$ cat config.mk
export PLATFORM = sky130hd
export DESIGN_NAME = vga_sync_receiver
export DESIGN_NICKNAME = d
export VERILOG_FILES = /design/src/rtl/vga_sync_receiver.sv
export SDC_FILE = /design/constraint.sdc
export NUM_CORES = 1
export LEC_CHECK = 0
export CORE_ASPECT_RATIO = 1.1
export CORE_MARGIN = 1.5
export CORE_UTILIZATION = 33
export CTS_CLUSTER_DIAMETER = 100
export CTS_CLUSTER_SIZE = 16
export DETAILED_ROUTE_END_ITERATION = 10
export GPL_TIMING_DRIVEN = 1
export SYNTH_ARGS = -nofsm -noshare
export SYNTH_HDL_FRONTEND = slang
export SYNTH_SLANG_ARGS = --single-unit
export TNS_END_PERCENT = 5
$ cat constraint.sdc
create_clock -name clk -period 2.4 [get_ports clk]
set_input_delay 0.6 -clock clk [delete_from_list [all_inputs] [get_ports clk]]
set_output_delay 0.6 -clock clk [all_outputs]
set_load 0.05 [all_outputs]
$ cat src/rtl/vga_sync_receiver.sv
// vga_sync_receiver
//   Sink end of a VGA timing interface. Registers SYNC_H/SYNC_V/SYNC_BLANK and
//   RGB once, then recovers active-pixel coordinates and measures line and frame
//   lengths. It declares lock once the timing has matched HTOTAL/VTOTAL for
//   LOCK_FRAMES consecutive frames.
//
// Ports
//   clk                   pixel clock, rising edge
//   rst                   synchronous reset, active low
//   SYNC_H, SYNC_V        active-low syncs
//   SYNC_BLANK            1 = active video
//   Red/Green/Blue [7:0]  pixel data qualified by SYNC_BLANK
//   x, y [9:0]            coordinates of the pixel flagged by pixel_valid
//   pixel_valid           x/y/pix_* valid this cycle (2 clk after the input sample)
//   pix_r/g/b [7:0]       RGB aligned with pixel_valid
//   frame_start           1-cycle pulse per vsync falling edge
//   locked                timing matches the expected mode
//   h_meas, v_meas [9:0]  last completed line length (clk) / frame length (lines)
//   sync_err              1-cycle pulse on a bad line/frame while locked
//   err_count [7:0]       saturating count of sync_err pulses
module vga_sync_receiver #(
  parameter int HTOTAL      = 800,
  parameter int VTOTAL      = 525,
  parameter int LOCK_FRAMES = 2
) (
  input  logic       clk,
  input  logic       rst,
  input  logic       SYNC_H,
  input  logic       SYNC_V,
  input  logic       SYNC_BLANK,
  input  logic [7:0] Red,
  input  logic [7:0] Green,
  input  logic [7:0] Blue,
  output logic [9:0] x,
  output logic [9:0] y,
  output logic       pixel_valid,
  output logic [7:0] pix_r,
  output logic [7:0] pix_g,
  output logic [7:0] pix_b,
  output logic       frame_start,
  output logic       locked,
  output logic [9:0] h_meas,
  output logic [9:0] v_meas,
  output logic       sync_err,
  output logic [7:0] err_count
);

  typedef enum logic [1:0] {SEARCH, WAIT_V, LOCKING, LOCKED} state_t;

  localparam logic [9:0] CNT_MAX = 10'h3FF;

  // input capture and edge history
  logic       hs_q, hs_d, vs_q, vs_d, blank_q, blank_d;
  logic [7:0] r_q, r_d, g_q, g_d, b_q, b_d;
  logic       hs_prev_q, hs_prev_d, vs_prev_q, vs_prev_d;
  // timing counters
  logic [9:0] hcnt_q, hcnt_d, lcnt_q, lcnt_d;
  logic [9:0] xcnt_q, xcnt_d, ycnt_q, ycnt_d;
  logic       line_active_q, line_active_d;
  // FSM
  state_t     state_q, state_d;
  logic [3:0] good_cnt_q, good_cnt_d;
  // outputs
  logic [9:0] x_q, x_d, y_q, y_d, h_meas_q, h_meas_d, v_meas_q, v_meas_d;
  logic       pv_q, pv_d, fs_q, fs_d, locked_q, locked_d, sync_err_q, sync_err_d;
  logic [7:0] pix_r_q, pix_r_d, pix_g_q, pix_g_d, pix_b_q, pix_b_d;
  logic [7:0] err_count_q, err_count_d;

  // combinational helpers
  logic       hs_fall, vs_fall, h_ovf, bad_line, frame_good, frame_bad;
  logic [9:0] h_len, l_len, x_cur, y_cur;

  assign hs_fall = hs_prev_q & ~hs_q;
  assign vs_fall = vs_prev_q & ~vs_q;

  // Clocks in the line ending now (saturating), also the next hcnt value.
  assign h_len = (hcnt_q == CNT_MAX) ? CNT_MAX : hcnt_q + 10'd1;
  // Fires exactly once, on the cycle hcnt reaches its ceiling without an hsync.
  assign h_ovf = ~hs_fall && (hcnt_q == CNT_MAX - 10'd1);
  // Lines in the frame including one ending on this cycle; a coincident hs/vs
  // edge closes the old frame's last line and starts line 0 of the new one.
  assign l_len = (hs_fall && lcnt_q != CNT_MAX) ? lcnt_q + 10'd1 : lcnt_q;

  assign bad_line   = (hs_fall && h_len != 10'(HTOTAL)) || h_ovf;
  assign frame_good = vs_fall && !bad_line && l_len == 10'(VTOTAL);
  assign frame_bad  = vs_fall && l_len != 10'(VTOTAL);

  assign x_cur = hs_fall ? 10'd0 : xcnt_q;
  assign y_cur = vs_fall ? 10'd0 :
                 (hs_fall && line_active_q && ycnt_q != CNT_MAX) ? ycnt_q + 10'd1 : ycnt_q;

  always_comb begin
    hs_d      = SYNC_H;
    vs_d      = SYNC_V;
    blank_d   = SYNC_BLANK;
    r_d       = Red;
    g_d       = Green;
    b_d       = Blue;
    hs_prev_d = hs_q;
    vs_prev_d = vs_q;

    hcnt_d   = hs_fall ? 10'd0 : h_len;
    h_meas_d = hs_fall ? h_len : h_meas_q;
    lcnt_d   = vs_fall ? 10'd0 : l_len;
    v_meas_d = vs_fall ? l_len : v_meas_q;

    // Pixel path: x/y/pix hold their last values when no pixel is valid.
    xcnt_d        = x_cur;
    ycnt_d        = y_cur;
    line_active_d = (hs_fall ? 1'b0 : line_active_q) | blank_q;
    pv_d          = blank_q;
    x_d           = x_q;
    y_d           = y_q;
    pix_r_d       = pix_r_q;
    pix_g_d       = pix_g_q;
    pix_b_d       = pix_b_q;
    if (blank_q) begin
      x_d     = x_cur;
      y_d     = y_cur;
      pix_r_d = r_q;
      pix_g_d = g_q;
      pix_b_d = b_q;
      if (x_cur != CNT_MAX) xcnt_d = x_cur + 10'd1;
    end
    fs_d = vs_fall;

    state_d     = state_q;
    good_cnt_d  = good_cnt_q;
    sync_err_d  = 1'b0;
    err_count_d = err_count_q;
    case (state_q)
      SEARCH:  if (hs_fall) state_d = WAIT_V;
      WAIT_V:  if (vs_fall) begin
                 state_d    = LOCKING;
                 good_cnt_d = 4'd0;
               end
      LOCKING: if (bad_line) begin
                 state_d = WAIT_V;
               end else if (frame_good) begin
                 good_cnt_d = good_cnt_q + 4'd1;
                 if (good_cnt_q + 4'd1 == 4'(LOCK_FRAMES)) state_d = LOCKED;
               end else if (vs_fall) begin
                 good_cnt_d = 4'd0;
               end
      LOCKED:  if (bad_line || frame_bad) begin
                 state_d    = SEARCH;
                 sync_err_d = 1'b1;
                 if (err_count_q != 8'hFF) err_count_d = err_count_q + 8'd1;
               end
      default: state_d = SEARCH;
    endcase
    locked_d = (state_d == LOCKED);
  end

  always_ff @(posedge clk) begin
    if (!rst) begin
      // syncs idle high, blanking idle
      hs_q <= 1'b1;  vs_q <= 1'b1;  blank_q <= 1'b0;
      r_q <= '0;  g_q <= '0;  b_q <= '0;
      hs_prev_q <= 1'b1;  vs_prev_q <= 1'b1;
      hcnt_q <= '0;  lcnt_q <= '0;  xcnt_q <= '0;  ycnt_q <= '0;
      line_active_q <= 1'b0;
      state_q <= SEARCH;  good_cnt_q <= '0;
      x_q <= '0;  y_q <= '0;  pv_q <= 1'b0;
      pix_r_q <= '0;  pix_g_q <= '0;  pix_b_q <= '0;
      fs_q <= 1'b0;  locked_q <= 1'b0;  sync_err_q <= 1'b0;  err_count_q <= '0;
      h_meas_q <= '0;  v_meas_q <= '0;
    end else begin
      hs_q <= hs_d;  vs_q <= vs_d;  blank_q <= blank_d;
      r_q <= r_d;  g_q <= g_d;  b_q <= b_d;
      hs_prev_q <= hs_prev_d;  vs_prev_q <= vs_prev_d;
      hcnt_q <= hcnt_d;  lcnt_q <= lcnt_d;  xcnt_q <= xcnt_d;  ycnt_q <= ycnt_d;
      line_active_q <= line_active_d;
      state_q <= state_d;  good_cnt_q <= good_cnt_d;
      x_q <= x_d;  y_q <= y_d;  pv_q <= pv_d;
      pix_r_q <= pix_r_d;  pix_g_q <= pix_g_d;  pix_b_q <= pix_b_d;
      fs_q <= fs_d;  locked_q <= locked_d;  sync_err_q <= sync_err_d;  err_count_q <= err_count_d;
      h_meas_q <= h_meas_d;  v_meas_q <= v_meas_d;
    end
  end

  assign x           = x_q;
  assign y           = y_q;
  assign pixel_valid = pv_q;
  assign pix_r       = pix_r_q;
  assign pix_g       = pix_g_q;
  assign pix_b       = pix_b_q;
  assign frame_start = fs_q;
  assign locked      = locked_q;
  assign h_meas      = h_meas_q;
  assign v_meas      = v_meas_q;
  assign sync_err    = sync_err_q;
  assign err_count   = err_count_q;

endmodule

* Word-level counts from Yosys, hierarchy flattened
Index checks and enable logic that the tools add are counted.
** Storage, ports and cells
- Register bits :: 152
- Output and inout port bits :: 76
- Logic and storage cells :: 93
** Operators by class
- $add $sub $neg :: 6
- Eq/ne operators :: 15
- Muxes and demuxes :: 20
- Bitwise operators :: 7
- Reduce and logical (&&, ||, !) cells :: 18
** Operators with widths (number)
- two-way mux 10 bit :: 7
- != test 10 bit, second input constant :: 5
- adder 10 x 1 -> 10 bit, second input constant :: 4
- equality test 10 bit, second input constant :: 3
- two-way mux 2 bit :: 6
- two-way mux 4 bit :: 3
- adder 8 x 1 -> 8 bit, second input constant :: 1
- logical AND 1 bit :: 8
- != test 8 bit, second input constant :: 1
- one-hot mux 2 bit (4 select lines) :: 1
- one-hot mux 4 bit (2 select lines) :: 1
- equality test 2 bit, second input constant :: 3
- adder 4 x 1 -> 4 bit, second input constant :: 1
- equality test 4 x 2 -> 1 bit, second input constant :: 1
- NOT 1 bit :: 4
- AND reduction 2 bit :: 2
- OR reduction 2 bit :: 2
- AND reduction 3 bit :: 1
- bitwise AND 1 bit :: 2
- equality test 2 x 1 -> 1 bit, second input constant :: 1
- logical NOT 2 bit :: 1
- logical OR 1 bit :: 2
- two-way mux 1 bit :: 2
- != test 2 bit, second input constant :: 1
- 3 further kinds :: 3

* Depth between registers and ports, before layout
- Depth after elaboration :: 12
- Gate-level depth with buffers :: 10
- Mapped depth without buffers :: 9

* Worst setup path after synthesis
Ideal clock, no wire load.
- Path kind :: register to register
- Start point :: register lcnt_q[0]
- End point :: register err_count_q[2], in the netlist err_count[2]
- Library setup time :: 70 ps
- Arrival :: 2448 ps
- Data required time :: 2330 ps
- Slack :: -118 ps
- Cell stages (with the launch flop) :: 10
- Path buffers :: 1
- Clock period less this slack :: 2518 ps
- Path through :: dfxtp_1 ha_1 nand3_1 o31ai_2 nor3_1 o22ai_1 nor3_1 buf_2 or4_1 a21oi_1
** On the way
- Cells in the longest elaborated chain, start to end :: 7
** RTL lines
- from (decl) :: line 57 : logic [9:0] hcnt_q, hcnt_d, lcnt_q, lcnt_d;
- from (signal assigned) :: line 172 : hcnt_q <= hcnt_d; lcnt_q <= lcnt_d; xcnt_q <= xcnt_d; ycnt_q <= ycnt_d;
- branches (longest 2 deep; another with adder 10 x 1 -> 10 bit)
- two-way mux 10 bit (*) :: line 82 : assign l_len = (hs_fall && lcnt_q != CNT_MAX) ? lcnt_q + 10'd1 : lcnt_q;
- != test 10 bit (*) :: line 86 : assign frame_bad = vs_fall && l_len != 10'(VTOTAL);
- logical AND 1 bit (*) :: line 86
- logical OR 1 bit (*) :: line 145 : LOCKED: if (bad_line || frame_bad) begin
- AND reduction 3 bit (no line) (*)
- to (signal assigned) :: line 177 : fs_q <= fs_d; locked_q <= locked_d; sync_err_q <= sync_err_d; err_count_q <= err_count_d;
- to (decl) :: line 67 : logic [7:0] err_count_q, err_count_d;
Mark *: on every way between the ends.
A chain may end at the register's enable or synchronous reset.

* Final worst setup path
- Start point :: register lcnt_q[1]
- End point :: register good_cnt_q[3]
** On the way
- Cells in the longest elaborated chain, start to end :: 8
** RTL lines
- branches (longest 2 deep; another with adder 10 x 1 -> 10 bit)
- two-way mux 10 bit (*) :: line 82
- equality test 10 bit (*) :: line 85 : assign frame_good = vs_fall && !bad_line && l_len == 10'(VTOTAL);
- logical AND 1 bit (*) :: line 85
- two-way mux 4 bit (*) :: line 139 : end else if (frame_good) begin
- two-way mux 4 bit (*) :: line 137 : LOCKING: if (bad_line) begin
- one-hot mux 4 bit (2 select lines) (*) :: line 131 : case (state_q)
- to (signal assigned) :: line 174 : state_q <= state_d; good_cnt_q <= good_cnt_d;
- to (decl) :: line 62 : logic [3:0] good_cnt_q, good_cnt_d;
Mark *: on every way between the ends. The select of a mux whose other input is x is not followed.

==> metrics.txt <==
Clock Tree Root=clkbuf_16; Clock Pin Slew Worst Setup and Hold Paths=60 ps; routed len/inst=13.6 µm; largest net degree at the start of global routing=31; Synth Instances=671; CP Class=reg -> reg; Setup crit end kind=register; switch share=23.4%; Post-Syn Nets=708; status=finished, violations left; Synth-to-Final Area Change=39.1%; I/O Buffers=104; Cell variety after synth=54; Ys Warns=0; Req. time, crit path=2740 ps; Slew @ Worst Pin=571 ps; first-pass GRT wire length=24100 µm; max-slew violations=0; Slew HR=61.8%; Initial DRC Count=242; chip width=132 µm; GRT Util Overall=15.6%; Final Cycle Share=102%; n_diodes=0; initial antenna violation count=0; HPWL after DPL=10200 µm; DIE AREA=19200 µm²; Worst setup SP type=register; switching pwr=1.35 mW; Logic pwr share=6.9%; vias per inst=4.70; io pins=105; CTS Buf Count=17; leading area contributor after synthesis=dfxtp_1; core area=17900 µm²; Hold Crit Depth=2; pwr/cell area=684 nW/µm²; Site Rows=51; Worst EP arrival=2800 ps; FF+latch count, synth=152; Reg power frac=45.2%; failing checks=setup timing; Sink Count=152; final setup fails=2; max-capacitance violation count=0; final std cells w/o fill=1068; drt drc=0; RSZ-0062 raised after global routing=true; Clock power frac=47.9%; Min Clock Period, post-route=2450 ps; Detailed Route WL=14500 µm; Layout Nets=854; most frequent cells after synthesis=dfxtp_1, nor2_1, nand2_1; worst vdd ir=531 µV; reg2reg start=lcnt_q[1]$_SDFF_PP0_; clock buffer depth=2; worst r2r dst=good_cnt_q[3]$_SDFFE_PN0P_; hold-fix buffers at CTS=0; CTS tree=yes; worst reg2reg path depth=8; setup slack after layout=-52.4 ps; Hold Crit Start=h_meas[6]$_SDFFE_PN0P_; ratio of cells with drive above 1 in the final layout=14.0%; post-route ant nets=0; grt ovf=0; final hold violations=0; H-tree level count=4; sequential area share after synthesis=50.2%; Pre-antenna DRT Iters=4; Chip Height=145 µm; Crit Path Max Fanout=5; Final Skew=7.58 ps; Fmax achieved=0.408 GHz; number of synthesized flops with an enable pin=0; Starting Density=33.9%; Worst Hold Path EP=h_meas[6]$_SDFFE_PN0P_; largest cells by area after synthesis=dfxtp_1, mux2i_1, nor2_1, nand2_1, and2_1; syn_area_per_cell=9.04 µm²; FFs w/ async S/R, synth=0%; worst skew pair latency=430 ps; Primary FF master, synth=dfxtp_1; Final Wtd Congestion=0.832; vias in the first global route=4915; Hold Path Class=reg -> reg; worst reg2reg setup slack=-50 ps; count leader, synth=dfxtp_1; area share of the largest cell type after synthesis=50.2%; TNS Setup=-54.2 ps; routed vias=5016; Placed Cells=1034; P_int=4.42 mW; Static Leakage=3.21 nW; Post-Syn Area=6060 µm²
worst max-delay path, stage by stage, from the launching register on:
cell      delay (ps)
dfxtp_4          360
ha_4             160
nand2_2           50
or4_1            500
a311oi_1         230
nand3b_1         180
or2_1            260
or4_4            450
o31ai_2          190
cell type report:
type	instances	area (µm²)
Timing Repair Buffer	159	1470
Clock inverter	13	168
Inverter	8	30.0
Tap cell	238	298
Clock buffer	19	443
Fill cell	1740	9430
Multi-Input combinational cell	479	2970
Sequential cell	152	3060
logic make-up after synthesis:
group	Yosys count	synth area share, %
simple gates	300	24.5
buf+inv	40	2.66
compound gates	105	10.7
mux	36	5.94
fa+ha+maj	8	1.65
xor+xnor	30	4.33
flops	152	50.2
power by group through the flow:
stage	sequential (mW)	combinational (mW)	clock, mW
finish	2.61	0.396	2.76
floorplan	2.72	0.161	0
detailed placement	2.67	0.395	0
CTS	2.61	0.397	2.82
global placement	2.67	0.394	0
global route	2.61	0.429	2.93
flip-flops by register name, indices dropped and copies added, names as in the netlist, 4 cells and up:
name,flops
b_q,8
err_count,8
g_q,8
good_cnt_q,4
h_meas,10
hcnt_q,10
lcnt_q,10
pix_b,8
pix_g,8
pix_r,8
r_q,8
v_meas,10
x,10
xcnt_q,10
y,10
ycnt_q,10
per-layer routing:
metal	track usage [%]	part of all wire, %
met4	6.48	1.5
met1	18.9	47
met5	0	0
met3	6.11	6.7
met2	24.6	45
how the worst max path moves through the flow:
| stage | start | to | slack, ps | depth (start not counted) |
|---|---|---|---|---|
| after floorplan | lcnt_q[0]$_SDFF_PP0_ | good_cnt_q[3]$_SDFFE_PN0P_ | 30 | 8 |
| after global placement | lcnt_q[1]$_SDFF_PP0_ | good_cnt_q[3]$_SDFFE_PN0P_ | 0.1 | 8 |
| after detailed placement | lcnt_q[1]$_SDFF_PP0_ | good_cnt_q[3]$_SDFFE_PN0P_ | -80 | 8 |
| after CTS | lcnt_q[1]$_SDFF_PP0_ | good_cnt_q[3]$_SDFFE_PN0P_ | -60 | 8 |
| after global routing | lcnt_q[1]$_SDFF_PP0_ | good_cnt_q[3]$_SDFFE_PN0P_ | -140 | 8 |
| final | lcnt_q[1]$_SDFF_PP0_ | good_cnt_q[3]$_SDFFE_PN0P_ | -50 | 8 |
metrics by stage:
step,utilization (%),cell area (µm²),hold slack [ps],setup WS (ps),total power [mW]
6_report,47.2,8440,449,-52.4,5.77
5_1_grt,47.2,8440,487,-138,5.97
4_1_cts,46.8,8370,456,-62.2,5.83
3_5_place_dp,43.4,7750,441,-75.5,3.06
3_3_place_gp,43.4,7750,435,0.106,3.06
2_1_floorplan,-,6140,439,30.6,2.88
cells in the final DEF (no fill, tap or decap), types with 5 or more instances in the layout:
master           instances
nor3_1                  12
a21o_1                   7
xnor2_1                 12
and2_1                  33
nand3_1                 36
nand4_1                  6
xor2_1                  18
or4_1                    6
nor2_1                  90
buf_4                   53
a21oi_1                 35
ha_1                     6
nand2b_1                13
dfxtp_1                144
mux2i_1                 36
o21ai_0                 27
nand2_1                 62
clkdlybuf4s50_1        104
inv_1                    7
nand3b_1                 8
and3_1                   9
clkbuf_16               17
a31oi_1                  6
o31ai_1                  5
timing repair:
action                     4_1_cts  5_1_grt
setup endpoints to repair        4       15
setup buffers                    1        1
pin swaps                        3        3
resized for setup                0       17
No activity file was read; power rests on OpenSTA's default activity.
==> edit 1, RTL diff (same settings) <==
Compare `hcnt_q` against `CNT_MAX - 10'd1` with >= in place of ==.
--- a/src/rtl/vga_sync_receiver.sv
+++ b/src/rtl/vga_sync_receiver.sv
@@ -78,3 +78,3 @@
   // Fires exactly once, on the cycle hcnt reaches its ceiling without an hsync.
-  assign h_ovf = ~hs_fall && (hcnt_q == CNT_MAX - 10'd1);
+  assign h_ovf = ~hs_fall && (hcnt_q >= CNT_MAX - 10'd1);
   // Lines in the frame including one ending on this cycle; a coincident hs/vs
Formal check against the unedited RTL: same outputs for any inputs over 10 cycles, from zero or initial values and one cycle with rst low; that may be too few to reach the edited logic, so the function may still have changed.
==> edit 1 against the unedited design <==
Synthesized area increased by 1.7%; sequential power about the same; power increased by 0.51%; combinational power increased by 9.1%; first-iteration DRC count decreased by 21%; cell area increased by 0.31%; routed wire length increased by 0.55%; core utilization decreased by 1.1 points; largest power group unchanged; die area increased by 1.7%; worst setup slack improved by 0.066 ns; sequential cell count unchanged; highest routed layer unchanged; critical endpoint is now good_cnt_q[1].
==> edit 1: results (changes against the unedited design) <==
* Final hold slack at 0.451 ns (was 0.449 ns)
* Final setup violation count at 0 (was 2)
* Drt pass-1 iters at 6 (was 4)
* Synth cell types at 55 (was 54)
* Pre-CTS setup slack at -0.107 ns (was -0.0755 ns)
* First-pass GRT wire length at 24300 µm (was 24100 µm)
* Wirelength per Cell at 13.6 µm (about the same)
* Starting DRT DRC Count at 191 (was 242)
* Post-CTS Setup Inserts at 4 (was 1)
* Leak at 3.08 nW (was 3.21 nW)
* Comb pwr at 0.432 mW (was 0.396 mW)
* Layout Nets at 848 (was 854)
* Asr flop ratio synth at 0% (unchanged)
* Register area share after synthesis at 49.3% (was 50.2%)
* Via count at 5135 (was 5016)
* Slew @ Worst Pin at 0.612 ns (was 0.571 ns)
* Largest net degree at the start of global routing at 56 (was 31)
* Synth top cells by count: dfxtp_1, nor2_1, nand2_1 (unchanged)
* Worst Setup SP: hcnt_q[0] (was lcnt_q[1])
* Critical Path AT at 2.73 ns (was 2.80 ns)
* PD cells at 685 mW/mm² (was 684 mW/mm²)
* Net Sw Power at 1.36 mW (was 1.35 mW)
* Post-Route WL at 14600 µm (was 14500 µm)
* Cell count after placement at 1029 (was 1034)
* Worst Skew at 0.0197 ns (was 0.00758 ns)
* Clock Power Share at 47.4% (was 47.9%)
* PortBufs at 104 (unchanged)
* Post-DP Area at 0.00772 mm² (was 0.00775 mm²)
* Layout cells sized above 1 at 13.6% (was 14.0%)
* Syn Inst Count at 678 (was 671)
* GP Congestion at 0.844 (was 0.832)
* CP max FO at 4 (was 5)
* Peak VDD IR at 523 µV (was 531 µV)
* Synthesized Nets at 715 (was 708)
* Post-DP HPWL at 9830 µm (was 10200 µm)
* Worst reg-to-reg setup slack at 0.01 ns (was -0.05 ns)
* Status: finished clean (was complete, but fails checks)
* Hold Path Stages at 2 (unchanged)
* Vias in the first global route at 4980 (was 4915)
* Hold Crit Start: v_meas[0] (was h_meas[6])
* Total GRT Usage at 15.5% (was 15.6%)
* CTS resizes at 8 (was 0)
* Reg-to-Reg End: good_cnt_q[1] (was good_cnt_q[3])
* Filler cells at 1835 (was 1740)
==> edit 1: area by class of cell <==
type                            count  area (µm²)  area share (%)
Inverter                           12        45.0           0.532
Timing Repair Buffer              149        1420            16.7
Multi-Input combinational cell    479        3030            35.8
Sequential cell                   152        3060            36.1
Tap cell                          243         304            3.59
Clock buffer                       19         443            5.23
Clock inverter                     13         171            2.03
==> edit 1: critical path, stage by stage (launching register included) <==
cell and delay (ns):
dfxtp_4 0.36, ha_4 0.17, a31o_4 0.23, a2111oi_4 0.34
nand2_1 0.14, o41ai_4 0.39, nand4_2 0.22, or3_1 0.34
o2bb2ai_1 0.13
==> edit 1: how the worst max path moves through the flow <==
stage / slack (ns) / to / cells after the start
final: 0.01 / good_cnt_q[1] / 8
after global routing: -0.15 / good_cnt_q[1] / 8
after CTS: -0.01 / good_cnt_q[1] / 8
after detailed placement: -0.11 / good_cnt_q[1] / 8
after global placement: -0.08 / good_cnt_q[2] / 8
after floorplan: 0.004 / good_cnt_q[0] / 8
==> edit 1: kinds of logic (layout without fill, tap and decap cells) <==
| family | Yosys count | in the layout | synth area share, % |
|---|---|---|---|
| xor gates and xnor gates | 23 | 23 | 3.27 |
| AOI/OAI and AO/OA | 102 | 102 | 11.7 |
| muxes | 40 | 40 | 6.51 |
| buffers and inverters | 47 | 193 | 3.02 |
| and+or+nand+nor | 306 | 306 | 24.6 |
| adders and majority gates | 8 | 8 | 1.62 |
| DFF | 152 | 152 | 49.3 |
==> edit 1: per-layer routing <==
layer / vias to the layer above / part of all wire, % / global-route usage (%)
li1: 2604 / - / -
met3: 16 / 8.1 / 6.32
met5: - / 0 / 0
met4: 0 / 1.4 / 6.09
met2: 133 / 45 / 24.2
met1: 2382 / 46 / 18.9
==> edit 2, RTL diff (same settings) <==
Without the edit above. Change the parameter `VTOTAL` from 525 to 262.
--- a/src/rtl/vga_sync_receiver.sv
+++ b/src/rtl/vga_sync_receiver.sv
@@ -22,3 +22,3 @@
   parameter int HTOTAL      = 800,
-  parameter int VTOTAL      = 525,
+  parameter int VTOTAL      = 262,
   parameter int LOCK_FRAMES = 2
Check against the original RTL: same outputs for any inputs over 10 cycles, from zero or initial values and one cycle with rst low; that may be too few to reach the edited logic, so the function may still have changed.
==> edit 2 against the unedited design <==
First-iteration DRC count increased by 28%; synthesized cell count increased by 1.8%; global-route usage decreased by 0.36 points; die area increased by 0.87%; sequential cell count unchanged; synthesized area increased by 0.89%; worst setup slack improved by 0.061 ns; power decreased by 2.8%; core utilization decreased by 1.4 points; worst hold slack improved by 0.0028 ns; cell area decreased by 0.67%; non-clock buffer count decreased by 10; routed wire length decreased by 1.2%.
==> edit 2: results (changes against the unedited design) <==
* Worst reg-to-reg setup slack at 0.009 ns (was -0.05 ns)
* Worst r2r path cells at 10 (was 8)
* First-pass GRT wire length at 23700 µm (was 24100 µm)
* Min-Delay Endpoint: h_meas[3] (was h_meas[6])
* Hold Path Stages at 2 (unchanged)
* Cell count after placement at 1039 (was 1034)
* Peak VDD IR at 495 µV (was 531 µV)
* Antenna diodes at 0 (unchanged)
* Vias per cell at 4.75 (was 4.70)
* P_seq at 2.62 mW (was 2.61 mW)
* Hold Crit Start: h_meas[3] (was h_meas[6])
* Clk root buf: clkbuf_16 (unchanged)
* Reg power frac at 46.7% (was 45.2%)
* Layout cells sized above 1 at 13.5% (was 14.0%)
* Clk slew on worst S/H paths at 0.06 ns (about the same)
* Final hold slack at 0.452 ns (was 0.449 ns)
* Slew @ Worst Pin at 0.702 ns (was 0.571 ns)
* Pre-CTS setup slack at -0.0397 ns (was -0.0755 ns)
* Status: finished clean (was complete, but fails checks)
* Starting DRT DRC Count at 310 (was 242)
* Comb power frac at 7.5% (was 6.9%)
* Int Pwr at 4.25 mW (was 4.42 mW)
* Drt pass-1 iters at 4 (unchanged)
* PortBufs at 104 (unchanged)
* Synth area leaders: dfxtp_1, nor2_1, mux2i_1, nand2_1, a21oi_1 (was dfxtp_1, mux2i_1, nor2_1, nand2_1, and2_1)
* Vias in the first global route at 4767 (was 4915)
* CP max FO at 5 (unchanged)
* Synth Area in XOR/XNOR at 3.01% (was 4.33%)
* Largest net degree at the start of global routing at 49 (was 31)
* Worst r2r src: hcnt_q[1] (was lcnt_q[1])
* Filler cells at 1740 (unchanged)
* Worst Skew at 0.00849 ns (was 0.00758 ns)
* Layout Cells excl Fill at 1073 (was 1068)
* Initial antenna violation count at 1 (was 0)
* Htree depth at 4 (unchanged)
* Post-DP HPWL at 10100 µm (was 10200 µm)
* YS warnings at 0 (unchanged)
* Fin crit share at 99.6% (was 102%)
* Post-DP Area at 0.00769 mm² (was 0.00775 mm²)
* Post-Synth Adder-Cell Area at 1.64% (was 1.65%)
* Hold Path Class: flip-flop to flip-flop (unchanged)
* GP Congestion at 0.888 (was 0.832)
* Register area share after synthesis at 49.7% (was 50.2%)
* Synth top cells by count: dfxtp_1, nor2_1, nand2_1 (unchanged)
* Leak at 3.15 nW (was 3.21 nW)
* Clk Latency, worst-skew pair at 0.43 ns (about the same)
* Multiplexer share of the synthesized area at 5.91% (was 5.94%)
* TritonCTS Buffers at 17 (unchanged)
* Reg-to-Reg End: locked (was good_cnt_q[3])
* Synthesized Nets at 720 (was 708)
* Clk buf depth at 2 (unchanged)
* Asr flop ratio synth at 0% (unchanged)
* Syn Inst Count at 683 (was 671)
* Path type of the worst setup path: flip-flop to flip-flop (unchanged)
* Wirelength per Cell at 13.3 µm (was 13.6 µm)
* Compound-Gate Fraction of Synth Area at 12.2% (was 10.7%)
* Critical Path AT at 2.71 ns (was 2.80 ns)
* Synth cell types at 68 (was 54)
* Total GRT Usage at 15.3% (was 15.6%)
## edit 2: per-layer routing
metal | part of all wire, % | GRT usage (%) | vias up
met5 | 0.091 | 0 | -
met2 | 45 | 23.3 | 114
met3 | 6.0 | 5.36 | 20
met1 | 48 | 19.8 | 2339
met4 | 1.6 | 5.93 | 2
li1 | - | - | 2624
## edit 2: final cells by class
type	instances	area [µm²]	share of cell area [%]
clock buffer	20	457	5.45
clock inverter	12	119	1.42
inverter	8	30.0	0.358
multi-input combinational	489	3010	36.0
sequential	152	3050	36.4
tap	243	304	3.63
timing repair buffer	149	1410	16.8
## edit 2: critical path, cell delays in order (launching register included)
cell      delay [ns]
dfxtp_2         0.36
ha_4            0.16
and3_4          0.21
buf_4           0.12
and4_4          0.23
o22ai_2         0.10
o41ai_4         0.42
buf_4           0.21
a21boi_4        0.18
nor3b_1         0.06
o31a_1          0.24
## edit 2: timing repair
action                     CTS  global route
gates resized for setup      3            22
buffers inserted             1             1
pin swaps                    2             3
setup endpoints to repair    2            14
